### src/rtl/rv_muldiv_unit.sv
// rv_muldiv_unit -- multi-cycle RISC-V M-extension execute unit.
//
// Runs MUL/MULH/MULHSU/MULHU/DIV/DIVU/REM/REMU one operation at a time.
// Multiply is shift-add over operand magnitudes and divide is restoring.
// Each produces one bit per cycle, so an operation takes XLEN CALC cycles.
// Divide-by-zero and signed overflow skip CALC and finish on the next cycle.
//
// Optional build macro: MULDIV_FAST_MUL_EN
//   When it is defined, the four multiplies use a single-cycle XLEN x XLEN
//   product that is registered straight into DONE. Divide is unchanged.
//
// Ports:
//   clk, reset (async, active-low)
//   start, op[2:0] (funct3), rs1_data, rs2_data, rd_addr_in : issue request
//   flush        : abort the in-flight operation, return to IDLE
//   busy         : state != IDLE
//   done         : one-cycle pulse, result / rd_addr_out valid
//   result       : registered result, held until the next DONE
//   rd_addr_out  : registered destination, held until the next DONE
//   stall        : hold IF/ID and bubble ID/EX

module rv_muldiv_unit #(
  parameter int XLEN    = 32,
  parameter int RADDR_W = 5
) (
  input  logic               clk,
  input  logic               reset,
  input  logic               start,
  input  logic [2:0]         op,
  input  logic [XLEN-1:0]    rs1_data,
  input  logic [XLEN-1:0]    rs2_data,
  input  logic [RADDR_W-1:0] rd_addr_in,
  input  logic               flush,
  output logic               busy,
  output logic               done,
  output logic [XLEN-1:0]    result,
  output logic [RADDR_W-1:0] rd_addr_out,
  output logic               stall
);

  typedef enum logic [1:0] {IDLE, CALC, DONE} state_t;

  localparam int CNT_W = $clog2(XLEN + 1);
  localparam logic [XLEN-1:0] MOST_NEG = {1'b1, {(XLEN-1){1'b0}}};

  state_t               state;
  logic [CNT_W-1:0]     cnt;
  logic [2*XLEN-1:0]    acc;      // mul: {partial product, multiplier}; div: {remainder, quotient}
  logic [XLEN-1:0]      opnd_q;   // multiplicand magnitude or divisor magnitude
  logic [2:0]           op_q;
  logic                 neg_res;  // negate product / quotient
  logic                 neg_rem;  // negate remainder
  logic [RADDR_W-1:0]   rd_q;

  // ---------------- issue-side decode ----------------
  logic            accept, is_div, a_signed, b_signed, a_neg, b_neg;
  logic            div_zero, div_ovf;
  logic [XLEN-1:0] a_mag, b_mag, early_result;

  assign accept   = (state == IDLE) && start && !flush;
  assign is_div   = op[2];
  // MULHU is the only unsigned-A multiply. B is signed only for MUL and MULH.
  assign a_signed = is_div ? ~op[0] : (op != 3'd3);
  assign b_signed = is_div ? ~op[0] : ~op[1];
  assign a_neg    = a_signed & rs1_data[XLEN-1];
  assign b_neg    = b_signed & rs2_data[XLEN-1];
  // The most-negative value keeps its bit pattern, which is already its
  // correct unsigned magnitude.
  assign a_mag    = a_neg ? -rs1_data : rs1_data;
  assign b_mag    = b_neg ? -rs2_data : rs2_data;

  assign div_zero = is_div && (rs2_data == '0);
  assign div_ovf  = is_div && !op[0] && (rs1_data == MOST_NEG) && (rs2_data == '1);
  // For overflow, DIV returns the dividend (the most-negative value) and REM returns 0.
  assign early_result = div_zero ? (op[1] ? rs1_data : '1)
                                 : (op[1] ? '0 : rs1_data);

`ifdef MULDIV_FAST_MUL_EN
  logic [2*XLEN-1:0] a_ext, b_ext, fast_prod;
  logic [XLEN-1:0]   fast_result;
  assign a_ext       = {{XLEN{a_neg}}, rs1_data};
  assign b_ext       = {{XLEN{b_neg}}, rs2_data};
  assign fast_prod   = a_ext * b_ext;  // truncated to 2*XLEN, exact for all sign mixes
  assign fast_result = (op == 3'd0) ? fast_prod[XLEN-1:0] : fast_prod[2*XLEN-1:XLEN];
`endif

  // ---------------- one iteration ----------------
  logic [XLEN:0]     mul_sum, div_shift, div_diff;
  logic [2*XLEN-1:0] acc_nxt;

  assign mul_sum   = {1'b0, acc[2*XLEN-1:XLEN]} + (acc[0] ? {1'b0, opnd_q} : '0);
  assign div_shift = {acc[2*XLEN-1:XLEN], acc[XLEN-1]};
  assign div_diff  = div_shift - {1'b0, opnd_q};

  // The carry out of mul_sum becomes the new top accumulator bit as the
  // accumulator shifts right.
  assign acc_nxt = op_q[2]
    ? (div_diff[XLEN] ? {div_shift[XLEN-1:0], acc[XLEN-2:0], 1'b0}
                      : {div_diff[XLEN-1:0],  acc[XLEN-2:0], 1'b1})
    : {mul_sum, acc[XLEN-1:1]};

  // Sign correction is applied to the final iteration's output so that the
  // registered result is already valid in DONE.
  logic [2*XLEN-1:0] prod_fix;
  logic [XLEN-1:0]   quo_fix, rem_fix, final_result;

  assign prod_fix = neg_res ? -acc_nxt : acc_nxt;
  assign quo_fix  = neg_res ? -acc_nxt[XLEN-1:0] : acc_nxt[XLEN-1:0];
  assign rem_fix  = neg_rem ? -acc_nxt[2*XLEN-1:XLEN] : acc_nxt[2*XLEN-1:XLEN];

  // NOTE: every always_comb output gets a default first so no latch is inferred.
  always_comb begin
    final_result = prod_fix[2*XLEN-1:XLEN];
    case (op_q)
      3'd0:       final_result = prod_fix[XLEN-1:0];
      3'd4, 3'd5: final_result = quo_fix;
      3'd6, 3'd7: final_result = rem_fix;
      default:    final_result = prod_fix[2*XLEN-1:XLEN];
    endcase
  end

  // ---------------- state and datapath registers ----------------
  // NOTE: sequential state uses non-blocking assignments only.
  always_ff @(posedge clk or negedge reset) begin
    if (!reset) begin
      state       <= IDLE;
      cnt         <= '0;
      acc         <= '0;
      opnd_q      <= '0;
      op_q        <= '0;
      neg_res     <= 1'b0;
      neg_rem     <= 1'b0;
      rd_q        <= '0;
      result      <= '0;
      rd_addr_out <= '0;
    end else if (flush) begin
      state <= IDLE;
    end else begin
      case (state)
        IDLE: if (start) begin
          op_q    <= op;
          rd_q    <= rd_addr_in;
          neg_res <= a_neg ^ b_neg;
          neg_rem <= a_neg;
          if (div_zero || div_ovf) begin
            result      <= early_result;
            rd_addr_out <= rd_addr_in;
            state       <= DONE;
`ifdef MULDIV_FAST_MUL_EN
          end else if (!is_div) begin
            result      <= fast_result;
            rd_addr_out <= rd_addr_in;
            state       <= DONE;
`endif
          end else begin
            // Multiply starts with the multiplier in the low half.
            // Divide starts with the dividend there.
            acc    <= {{XLEN{1'b0}}, is_div ? a_mag : b_mag};
            opnd_q <= is_div ? b_mag : a_mag;
            cnt    <= CNT_W'(XLEN);
            state  <= CALC;
          end
        end
        CALC: begin
          acc <= acc_nxt;
          cnt <= cnt - 1'b1;
          if (cnt == CNT_W'(1)) begin
            result      <= final_result;
            rd_addr_out <= rd_q;
            state       <= DONE;
          end
        end
        DONE:    state <= IDLE;
        default: state <= IDLE;
      endcase
    end
  end

  assign busy  = (state != IDLE);
  assign done  = (state == DONE);
  assign stall = accept || (state == CALC);

endmodule

### config.mk
export PLATFORM = sky130hd
export DESIGN_NAME = rv_muldiv_unit
export DESIGN_NICKNAME = d
export VERILOG_FILES = /design/src/rtl/rv_muldiv_unit.sv
export SDC_FILE = /design/constraint.sdc
export NUM_CORES = 1
export LEC_CHECK = 0
export ABC_CLOCK_PERIOD_IN_PS = 7000
export CAP_MARGIN = 20
export CORE_ASPECT_RATIO = 1.5
export CORE_MARGIN = 5
export CORE_UTILIZATION = 40
export DETAILED_ROUTE_END_ITERATION = 7
export PLACE_DENSITY = 0.62
export SLEW_MARGIN = 20
export SYNTH_ARGS = -nofsm -noshare
export SYNTH_HDL_FRONTEND = slang
export SYNTH_SLANG_ARGS = --single-unit
### constraint.sdc
create_clock -name clk -period 7 [get_ports clk]
set_clock_uncertainty 0.1 [all_clocks]
set_input_delay 0.7 -clock clk [delete_from_list [all_inputs] [get_ports clk]]
set_output_delay 0.7 -clock clk [all_outputs]
set_load 0.01 [all_outputs]
## After elaboration in Yosys (flattened, before gate mapping)

Index checks and enable logic that the tools add are counted.

| operators by class | value |
|---|---|
| eq/ne operators | 16 |
| bitwise operators | 7 |
| reductions and logical operators | 22 |
| $add $sub $neg | 8 |
| multiplexer cells | 35 |

Operators by type and width:

| kind | count |
|---|---|
| 2-to-1 mux 32 bit | 13 |
| 2-to-1 mux 64 bit | 5 |
| negation 32 bit | 4 |
| one-hot mux 64 bit (2 select lines) | 1 |
| one-hot mux 32 bit (3 select lines) | 1 |
| equality test 32 bit, second input constant | 2 |
| negation 64 bit | 1 |
| one-hot mux 32 bit (2 select lines) | 1 |
| adder 32 x 32 -> 33 bit | 1 |
| subtractor 33 x 32 -> 33 bit | 1 |
| zero test 32 bit | 1 |
| 2-to-1 mux 5 bit | 3 |
| equality test 3 bit, second input constant | 4 |
| 2-to-1 mux 6 bit | 2 |
| one-hot mux 6 bit (2 select lines) | 1 |
| one-hot mux 5 bit (2 select lines) | 1 |
| 2-to-1 mux 2 bit | 4 |
| AND reduction 4 bit | 2 |
| equality test 6 x 1 -> 1 bit, second input constant | 1 |
| logical AND 1 bit | 6 |
| != test 2 bit, second input constant | 3 |
| != test 3 bit, second input constant | 2 |
| subtractor 6 x 1 -> 6 bit, second input constant | 1 |
| AND reduction 5 bit | 1 |
| other kinds (17) | 26 |

| word-level totals | value |
|---|---|
| word-level logic and storage cells | 98 |
| bits in registers | 151 |
| output and inout port bits | 40 |
| input port bits | 76 |

## Logic depth before layout (Yosys ltp)

Gate-level depths: netlist of run 1.

| logic depth | value |
|---|---|
| depth in word-level cells | 9 |
| mapped depth | 25 |
| mapped depth without buffers | 24 |

## Worst setup path before layout of run 1

Ideal clock, no wire load.

| path | value |
|---|---|
| path type | flip-flop to flip-flop |
| start point | register acc[59] |
| end point | register result[28] |
| stages on the path, launching flop included | 24 |
| arrival | 6584 ps |
| setup slack | 188 ps |
| period minus slack after synthesis | 6812 ps |
| library setup time | 129 ps |
| path buffers | 3 |
| required time | 6771 ps |
| cells stage by stage | dfrtp_1 > ha_1 > clkbuf_1 > nand4_1 > nor3_1 > or3b_1 > o211a_1 > a21boi_1 > buf_2 > nor3_1 > or2_2 > inv_1 > ha_1 > or3b_1 > or4b_4 > or4_4 > or4_4 > or3_1 > buf_2 > or4_4 > o41ai_4 > xor2_1 > a222oi_1 > o21ai_1 |

| between the ends | value |
|---|---|
| word-level cells in the longest chain between the ends | 8 |
| elaborated cells between the ends (all ways) | 13 |
| those cells by class | 5 x add/sub; 8 x mux |

RTL lines:

| item | RTL line | source |
|---|---|---|
| start, declared | 48 | `logic [2*XLEN-1:0] acc;` |
| start signal, assigned | 158 | `acc <= {{XLEN{1'b0}}, is_div ? a_mag : b_mag};` |
| start signal, assigned | 165 | `acc <= acc_nxt;` |
| subtractor 33 x 32 -> 33 bit | 93 | `assign div_diff = div_shift - {1'b0, opnd_q};` |
| 2-to-1 mux 64 bit | 98 | `? (div_diff[XLEN] ? {div_shift[XLEN-1:0], acc[XLEN-2:0], 1'b0}` |
| 2-to-1 mux 64 bit (*) | 98 |  |
| negation 64 bit, or another cell as far along | 107 | `assign prod_fix = neg_res ? -acc_nxt : acc_nxt;` |
| 2-to-1 mux 64 bit, or another cell as far along | 107 |  |
| one-hot mux 32 bit (3 select lines) (*) | 114 | `case (op_q)` |
| 2-to-1 mux 32 bit (*) | 167 | `if (cnt == CNT_W'(1)) begin` |
| one-hot mux 32 bit (2 select lines) (*) | 139 | `case (state)` |
| end signal, assigned | 146 | `result <= early_result;` |
| end signal, assigned | 168 | `result <= final_result;` |
| end, declared | 36 | `output logic [XLEN-1:0] result,` |

Mark *: on every way between the ends. The rest lies on a longest branch, timed or not. The select of a mux whose other input is x is not followed.
A chain may end at the register's enable or synchronous reset.

## Worst setup path in the final report of run 1

| path | value |
|---|---|
| start point | register acc[58] |
| end point | register result[28] |

Same word-level chain as after synthesis.

==> out/results.env, run 1 <==
SYNTH.AVG_CELL_AREA_UM2=7.260
SETUP.WORST_PATH.START_CLASS='flop'
R2R_END='result[28]$_DFFE_PN0P_'
I_O_BUFFERS=115
RELSLEWSLACK_PCT=24.08
DIE_Y_UM=259.6
INITIAL_CORE_UTIL_PCT=40.41
FINAL-HOLD-VIOLATION-COUNT=0
NETLIST_INSTANCES=2288
CLOCK_INSERTION_DELAY_WORST_SKEW_PS=460
POST-ROUTE-UTIL_PCT=46.96
FINAL-MAX-SLEW-VIOLATION-COUNT=0
SETUP_TOTAL_NEGATIVE_SLACK_PS=0
CORE.ROWCOUNT=91
MAPPEDNETLISTAREA_UM2=16610
ROOT_BUFFER='clkbuf_16'
LARGEST_NET_DEGREE_AT_THE_START_OF_GLOBAL_ROUTING=100
CELL_TYPES_OCCUPYING_THE_MOST_AREA_AFTER_SYNTHESIS='dfrtp_1 23%, o21ai_0 7.3%, nand2_1 6.2%'
FINISH.NET_COUNT=2520
LARGEST_FANOUT_OF_ANY_NET_ON_THE_CRITICAL_PATH=5
FP.DIEAREA_UM2=45790
RESIDUAL_DRC=0
RSZ0062_AT_GRT='no'
ROUTED_WL_UM=75930
IOPINCOUNT=116
SYNTH_SEQ_AREA_SHARE_PCT=22.75
DPL-INSTANCE-AREA_UM2=18620
RESULT_OF_THE_RUN='completed'
NETLIST_TOP_CELLS_COUNT='275 x nand2_1, 241 x o21ai_0, 207 x nor2_1'
SYNTH_ASYNC_SR_FLOP_SHARE_PCT=100.0
DIE_X_UM=176.4
YOSYS_REGISTER_BITS=151
FIRST_PASS_ITERS=7
NUMBER_OF_ANTENNA_VIOLATIONS_AT_THE_FIRST_CHECK_IN_GLOBAL_ROUTING=2
TIMING.REG2REG.WORST_PATH_DEPTH=20
HP-CLASS='in -> async'
FINAL_CELL_AREA_EXCLUDING_FILLER_CELLS_UM2=19300
CRIT_PATH_FREQUENT_CELL='or4_4'
CRITICAL_PATH_CLASS='reg -> reg'
SHARE_OF_POST_ROUTE_CELLS_WITH_DRIVE_STRENGTH_ABOVE_1_PCT=8.057
SHORTEST_CLOCK_PERIOD_THE_WORST_PATH_ALLOWS_AFTER_LAYOUT_PS=6783
GLOBALPLACE.CONGESTION=1.029
HTREEDEPTH=4
OVERFLOW=0
ROUTE.VIAS.TOTAL=18177
AREA_GROWTH_PCT=16.20
WORSTPATHCELLLIST='ha_1, nand4_1, nor3_4, or3b_1, o211a_1, a21boi_2, nor3_1, or2_2, inv_1, ha_1, or3b_1, or4b_4, or4_4, or4_4, or3_1, or4_4, o41ai_4, xor2_1, a222oi_1, o21ai_1'
TIMING.FINAL.CRIT_SHARE_PCT=96.90
GROUTE.USAGE.OVERALL_PCT=32.68
POSTSYNTH.TOPFLOPCELL='dfrtp_1'
WORST_R2R_STARTPOINT='acc[58]$_DFFE_PN0P_'
WIRE_LENGTH_OF_THE_FIRST_GLOBAL_ROUTING_PASS_UM=112900
TOTAL_NETS_AFTER_SYNTHESIS=2437
NETLIST-CELL-TYPE-COUNT=81
DRT-VIAS-PER-INSTANCE=6.181
SYNTH_MOST_COMMON_CELL='nand2_1'
ROUTED_WIRE_LENGTH_PER_INSTANCE_UM=25.82
SYNTH-EDFF-COUNT=0
FIRST_DRT_ITERATION_DRCS=1580
TIMING.CRITICAL_PATH.TO_TYPE='flop'
CTS.CLK_SLEW.WORST_PATHS_PS=70
IR_DROP_V=0.0002264
HPWL_UM=59800
DRT.ANTENNA.VIOLATING_NETS=0
WORSTMARGINPINSLEW_PS=1127
REQUIRED_ARRIVAL_TIME_AT_THE_WORST_ENDPOINT_PS=7250
WORST_PATH_MAX_DELAY_CELL='or4_4'
CORE_REGION_AREA_UM2=41100
FIN_CELLS=2941
TRITONCTS='yes'
FRACTION_OF_SYNTHESIZED_CELL_AREA_TAKEN_BY_THE_TOP_AREA_CELL_TYPE_PCT=22.75
CLOCK_TREE.BUFFER_DEPTH=2
CTS-BUFFERS-INSERTED=17
NUM_ANTENNA_CELLS=0
SYNTH_TOP_CELL_BY_AREA='dfrtp_1'
SLOWEST_DELAY_PS=600
CTS_NUM_SINKS=151
YOSYS_WARNINGS=0
PLACED_CELLS_INCL_TAPS=2908
REG2REG_SETUP_SLACK_PS=220
CELLPOWERDENSITY_nW_PER_UM2=474.0
MAX_CLOCK_FREQ_MHz=147.4
FINALSETUPVIOLCOUNT=0
CRITPATHARRIVALTIME_PS=7030
FIRST_GLOBAL_VIAS=18104
P_LEAK_uW=0.007827
MAX_CAP_VIOLATIONS=0
==> critical path: cells and delay by family, from the launching register on <==
family	cells	cell delay, ps
AO/OA/AOI/OAI	5	1010
XOR/XNOR	1	120
adder cells (fa/ha/maj)	2	570
buffers and inverters	1	80
flip-flops	1	410
AND/OR/NAND/NOR	11	4370
==> how the worst max path moves through the flow <==
stage / from / to / slack, ps / depth (start not counted)
2_1_floorplan: acc[59]$_DFFE_PN0P_ / result[28]$_DFFE_PN0P_ / 190 / 23
3_3_place_gp: acc[31]$_DFFE_PN0P_ / result[28]$_DFFE_PN0P_ / 260 / 23
3_5_place_dp: acc[57]$_DFFE_PN0P_ / result[28]$_DFFE_PN0P_ / 170 / 20
4_1_cts: acc[57]$_DFFE_PN0P_ / result[28]$_DFFE_PN0P_ / 150 / 20
5_1_grt: opnd_q[18]$_DFFE_PN0P_ / result[28]$_DFFE_PN0P_ / 30 / 21
6_report: acc[58]$_DFFE_PN0P_ / result[28]$_DFFE_PN0P_ / 220 / 20
==> per-layer routing <==
metal	part of all wire, %	routed length, um	global-route usage [%]	vias to the layer above
met1	36	27310	36.42	8539
met2	48	36270	55.26	880
met5	0.017	13	0	-
met4	10	7624	26.75	2
li1	-	-	-	8487
met3	6.2	4705	4.333	269
==> cells in the final DEF (no fill, tap or decap), types with 9 or more instances in the layout <==
cell type	synthesis	routed
nand3_1	31	31
nor2_1	207	205
o21a_1	24	24
o22ai_1	13	13
mux2i_1	50	50
buf_4	0	90
nor3b_1	12	11
nor4_1	22	22
o21ai_0	241	240
a31oi_1	37	37
ha_1	71	66
mux2_2	19	19
nor3_1	77	76
o21ai_1	9	9
nand4_1	29	29
a21oi_1	201	200
o41ai_1	11	11
a22o_1	16	16
a2111oi_0	13	10
and2_1	42	42
clkbuf_16	0	17
nand2b_1	18	18
dfrtp_1	151	150
or3_1	22	22
a211oi_1	34	33
o211ai_1	21	21
nand2_1	275	274
xnor2_1	115	115
a221oi_1	14	14
o31ai_1	38	38
or2_2	15	15
and3_1	16	16
xor2_1	75	75
a21o_1	24	24
clkdlybuf4s50_1	0	113
inv_1	75	75
o221ai_1	11	11
==> per-stage QoR <==
step | setup slack, ps | hold slack, ps | total power [uW]
after global routing | 27.05 | 325.5 | 9691
after floorplan | 187.6 | 304.4 | 5585
after global placement | 258.2 | 373.5 | 7843
after detailed placement | 173.7 | 369.8 | 7870
after CTS | 146.4 | 325.2 | 8922
final | 216.8 | 250.3 | 9149
==> state kept, by name (all words and copies together) (netlist names) <==
signal and flops:
acc 64, rd_addr_out 5, neg_rem 1, op_q 3, opnd_q 32, rd_q 5, result 32, state 2
cnt 6, neg_res 1
==> logic make-up after synthesis <==
logic type,count (synthesis),synth area share (%)
flops,151,22.75
fa+ha+maj,73,5.589
xor+xnor,190,10.02
simple gates,808,23.01
buf+inv,219,5.107
mux,69,4.301
compound gates,778,29.23
==> area by class of cell <==
type	instances	area, um2
Clock inverter	13	171.4
Timing Repair Buffer	206	1848
Sequential cell	151	3782
Inverter	77	289.0
Fill cell	4184	21800
Tap cell	558	698.2
Multi-Input combinational cell	1918	12080
Clock buffer	18	429.2
==> power breakdown <==
| part | leakage [uW] | switching [uW] | total, uW | internal, uW |
|---|---|---|---|---|
| logic | 0.00565 | 4130 | 6560 | 2430 |
| registers | 0.00189 | 393 | 1580 | 1190 |
| clock network | 0.000288 | 446 | 1010 | 564 |
==> what timing repair did <==
item | in CTS | in global routing
hold buffers | 0 | 0
endpoints found under the setup margin | 0 | 8
gates resized for setup | 0 | 12
setup buffers | 0 | 1
Note: power is estimated with default switching activity, not from simulation.
==> run 2: changes to the inputs <==
--- a/config.mk
+++ b/config.mk
@@ -8,10 +8,10 @@
 export ABC_CLOCK_PERIOD_IN_PS = 7000
 export CAP_MARGIN = 20
 export CORE_ASPECT_RATIO = 1.5
-export CORE_MARGIN = 5
 export CORE_UTILIZATION = 40
 export DETAILED_ROUTE_END_ITERATION = 7
 export PLACE_DENSITY = 0.62
+export SKIP_LAST_GASP = 1
 export SLEW_MARGIN = 20
 export SYNTH_ARGS = -nofsm -noshare
 export SYNTH_HDL_FRONTEND = slang
==> constraint.sdc (replaced) <==
create_clock -name clk -period 7 [get_ports clk]
set_clock_uncertainty 0.1 [all_clocks]
set_input_delay 1.4 -clock clk [delete_from_list [all_inputs] [get_ports clk]]
set_output_delay 1.4 -clock clk [all_outputs]
set_load 0.01 [all_outputs]
==> run 2 against run 1 <==
  * Setup slack improved by 23 ps
  * Largest power group unchanged
  * Critical path type unchanged
  * First-iteration DRC count rose by 3.9%
  * Highest routed layer unchanged
  * Critical path depth up 1
==> out/results.env, run 2 (synthesized netlist as in run 1, its figures left out) <==
RESULT_OF_THE_RUN='completed'
P_LEAK_uW=0.007902  # +0.96%
WORSTMARGINPINSLEW_PS=1085  # -41.80 ps
HPWL_UM=58850  # -1.6%
CRITICAL_PATH.ENDPOINT='result[28]$_DFFE_PN0P_'
ROUTED_WL_UM=75510  # -0.55%
FINAL_CELL_MIX='274 x nand2_1, 239 x o21ai_0, 205 x nor2_1'
CTS_NUM_SINKS=151  # unchanged
HOLD_BUFFERS=0  # unchanged
FIRST_GLOBAL_VIAS=17868  # -1.3%
LARGEST-REGISTER='acc'
REQUIRED_ARRIVAL_TIME_AT_THE_WORST_ENDPOINT_PS=7250  # about the same
CTS.CLK_SLEW.WORST_PATHS_PS=80  # about the same
FINAL-HOLD-VIOLATION-COUNT=0  # unchanged
LARGEST_NET_DEGREE_AT_THE_START_OF_GLOBAL_ROUTING=94  # -6.0%
CORE_REGION_AREA_UM2=40990  # -0.28%
MAX_CLOCK_FREQ_MHz=147.9  # +0.34%
CRITICAL_PATH_CLASS='reg -> reg'
TIMING.REG2REG.WORST_PATH_DEPTH=21  # +5.0%
SETUP.WORST_PATH.START_CLASS='flop'
AREA_GROWTH_PCT=16.40
FINAL-MAX-SLEW-VIOLATION-COUNT=0  # unchanged
HOLD_SLACK_PS=395.2  # +144.9 ps
SHORTEST_CLOCK_PERIOD_THE_WORST_PATH_ALLOWS_AFTER_LAYOUT_PS=6760  # -23.25 ps
CORE.ROWCOUNT=91  # unchanged
LARGEST_REGISTER_FF_COUNT=64  # unchanged
RESIDUAL_DRC=0  # unchanged
CTS-BUFFERS-INSERTED=17  # unchanged
CELLPOWERDENSITY_nW_PER_UM2=481.7  # +1.6%
FIRST_DRT_ITERATION_DRCS=1642  # +3.9%
WIRE_LENGTH_OF_THE_FIRST_GLOBAL_ROUTING_PASS_UM=112800  # about the same
HP-CLASS='reg -> reg'
ROUTE.VIAS.TOTAL=18340  # +0.90%
FIRST_PASS_ITERS=5  # -2
FIN_CELLS=2903  # -1.3%
CLOCK_INSERTION_DELAY_WORST_SKEW_PS=470  # about the same
FP.DIEAREA_UM2=42360  # -7.5%
WORST_R2R_STARTPOINT='opnd_q[17]$_DFFE_PN0P_'
GR-USAGE-MET1_PCT=39.36  # +2.9 points
IR_DROP_V=0.0002095  # -7.5%
NUMBER_OF_ANTENNA_VIOLATIONS_AT_THE_FIRST_CHECK_IN_GLOBAL_ROUTING=2  # unchanged
TOP_USAGE_LAYER='met2'
HTREEDEPTH=4  # unchanged
R2R_END='result[28]$_DFFE_PN0P_'
CLOCK_TREE.BUFFER_DEPTH=2  # unchanged
LARGEST_FANOUT_OF_ANY_NET_ON_THE_CRITICAL_PATH=6  # +1
REG2REG_SETUP_SLACK_PS=240  # +20 ps
LARGESTREGISTERS='acc (64), opnd_q (32), result (32)'
FINALSETUPVIOLCOUNT=0  # unchanged
FINISH.NET_COUNT=2527  # +0.28%
TIMING.CRITICAL_PATH.FROM='opnd_q[17]$_DFFE_PN0P_'
MOSTFREQUENTLAYOUTCELL='nand2_1'
TIMING.FINAL.CRIT_SHARE_PCT=96.57  # -0.33 points
ROOT_BUFFER='clkbuf_16'
GLOBALROUTEMET2UTIL_PCT=60.83  # +5.6 points
DIE_X_UM=168.4  # -4.5%
OVERFLOW=0  # unchanged
INITIAL_CORE_UTIL_PCT=40.53  # +0.11 points
IOPINCOUNT=116  # unchanged
GRT_USE_MET3_PCT=5.537  # +1.2 points
MAX_CAP_VIOLATIONS=0  # unchanged
GLOBALPLACE.CONGESTION=1.037  # +0.74%
PLACED_CELLS_INCL_TAPS=2868  # -1.4%
DIE_Y_UM=251.6  # -3.1%
TIMING.CRITICAL_PATH.TO_TYPE='flop'
GROUTE.USAGE.OVERALL_PCT=35.99  # +3.3 points
TRITONCTS='yes'
CRITPATHARRIVALTIME_PS=7010  # -20 ps
SHARE_OF_POST_ROUTE_CELLS_WITH_DRIVE_STRENGTH_ABOVE_1_PCT=8.239  # +0.18 points
RELSLEWSLACK_PCT=27.66  # +3.6 points
ROUTED_WIRE_LENGTH_PER_INSTANCE_UM=26.01  # +0.75%
DRT.ANTENNA.VIOLATING_NETS=0  # unchanged
I_O_BUFFERS=115  # unchanged
DRT-VIAS-PER-INSTANCE=6.318  # +2.2%
-- run 2: changes by cell type in the layout (fill, tap and decap cells not counted), sizes merged --
| cell | delta |
|---|---|
| buf | +9 |
| clkbuf | -2 |
| clkinv | -3 |
| clkinvlp | -2 |
| diode | +1 |
| inv | +6 |
-- run 2: worst min-delay path by stage --
stage | depth (start not counted) | end | startpoint
2_1_floorplan | 2 | opnd_q[10]$_DFFE_PN0P_ | opnd_q[10]$_DFFE_PN0P_
3_3_place_gp | 2 | opnd_q[8]$_DFFE_PN0P_ | opnd_q[8]$_DFFE_PN0P_
3_5_place_dp | 2 | result[3]$_DFFE_PN0P_ | result[3]$_DFFE_PN0P_
4_1_cts | 2 | opnd_q[24]$_DFFE_PN0P_ | opnd_q[24]$_DFFE_PN0P_
5_1_grt | 2 | opnd_q[29]$_DFFE_PN0P_ | opnd_q[29]$_DFFE_PN0P_
6_report | 2 | opnd_q[24]$_DFFE_PN0P_ | opnd_q[24]$_DFFE_PN0P_
-- run 2: timing repair --
item	CTS	global route
buffers inserted	0	2
endpoints found under the setup margin	0	7
gates resized for setup	0	10
-- run 2: final cells by class --
type	count	area, um2
Antenna cell	1	2.502
Clock buffer	18	439.2
Clock inverter	14	201.4
Fill cell	4167	21650
Inverter	77	289.0
Multi-Input combinational cell	1918	12070
Sequential cell	151	3782
Tap cell	511	639.4
Timing Repair Buffer	213	1911
-- run 2: critical path: stages (launching register included) --
cell	delay [ps]
dfrtp_1	390
inv_1	60
ha_2	380
nand4_1	190
or2_4	300
or3b_1	410
o211a_1	180
a21boi_1	200
nor3_1	100
or2_2	330
inv_1	90
ha_1	180
or3b_4	410
or4b_4	500
or4_4	530
or4_4	540
or3_1	340
or4_4	590
o41ai_4	310
xor2_1	110
a222oi_1	280
o21ai_1	100
-- run 2: layer usage --
metal	part of all wire [%]	routed length (um)
met1	36	27160
met2	48	36420
met3	6.2	4705
met4	9.5	7205
met5	0.017	13
-- run 2: metrics by stage --
stage	power [uW]	setup TNS, ps	cell area [um2]	util, %	setup WS, ps
2_1_floorplan	5585	0	16610	-	187.6
3_3_place_gp	7936	0	18630	45.44	232.1
3_5_place_dp	7958	0	18630	45.44	161.9
4_1_cts	9059	0	19270	47.01	148.6
5_1_grt	9859	-33.34	19330	47.16	-33.34
6_report	9313	0	19330	47.17	240.1
-- run 2: where the power goes --
group | switching [uW] | internal, uW | leakage, uW
Clock | 473 | 589 | 0.000316
Combinational | 4210 | 2460 | 0.00570
Sequential | 391 | 1190 | 0.00189
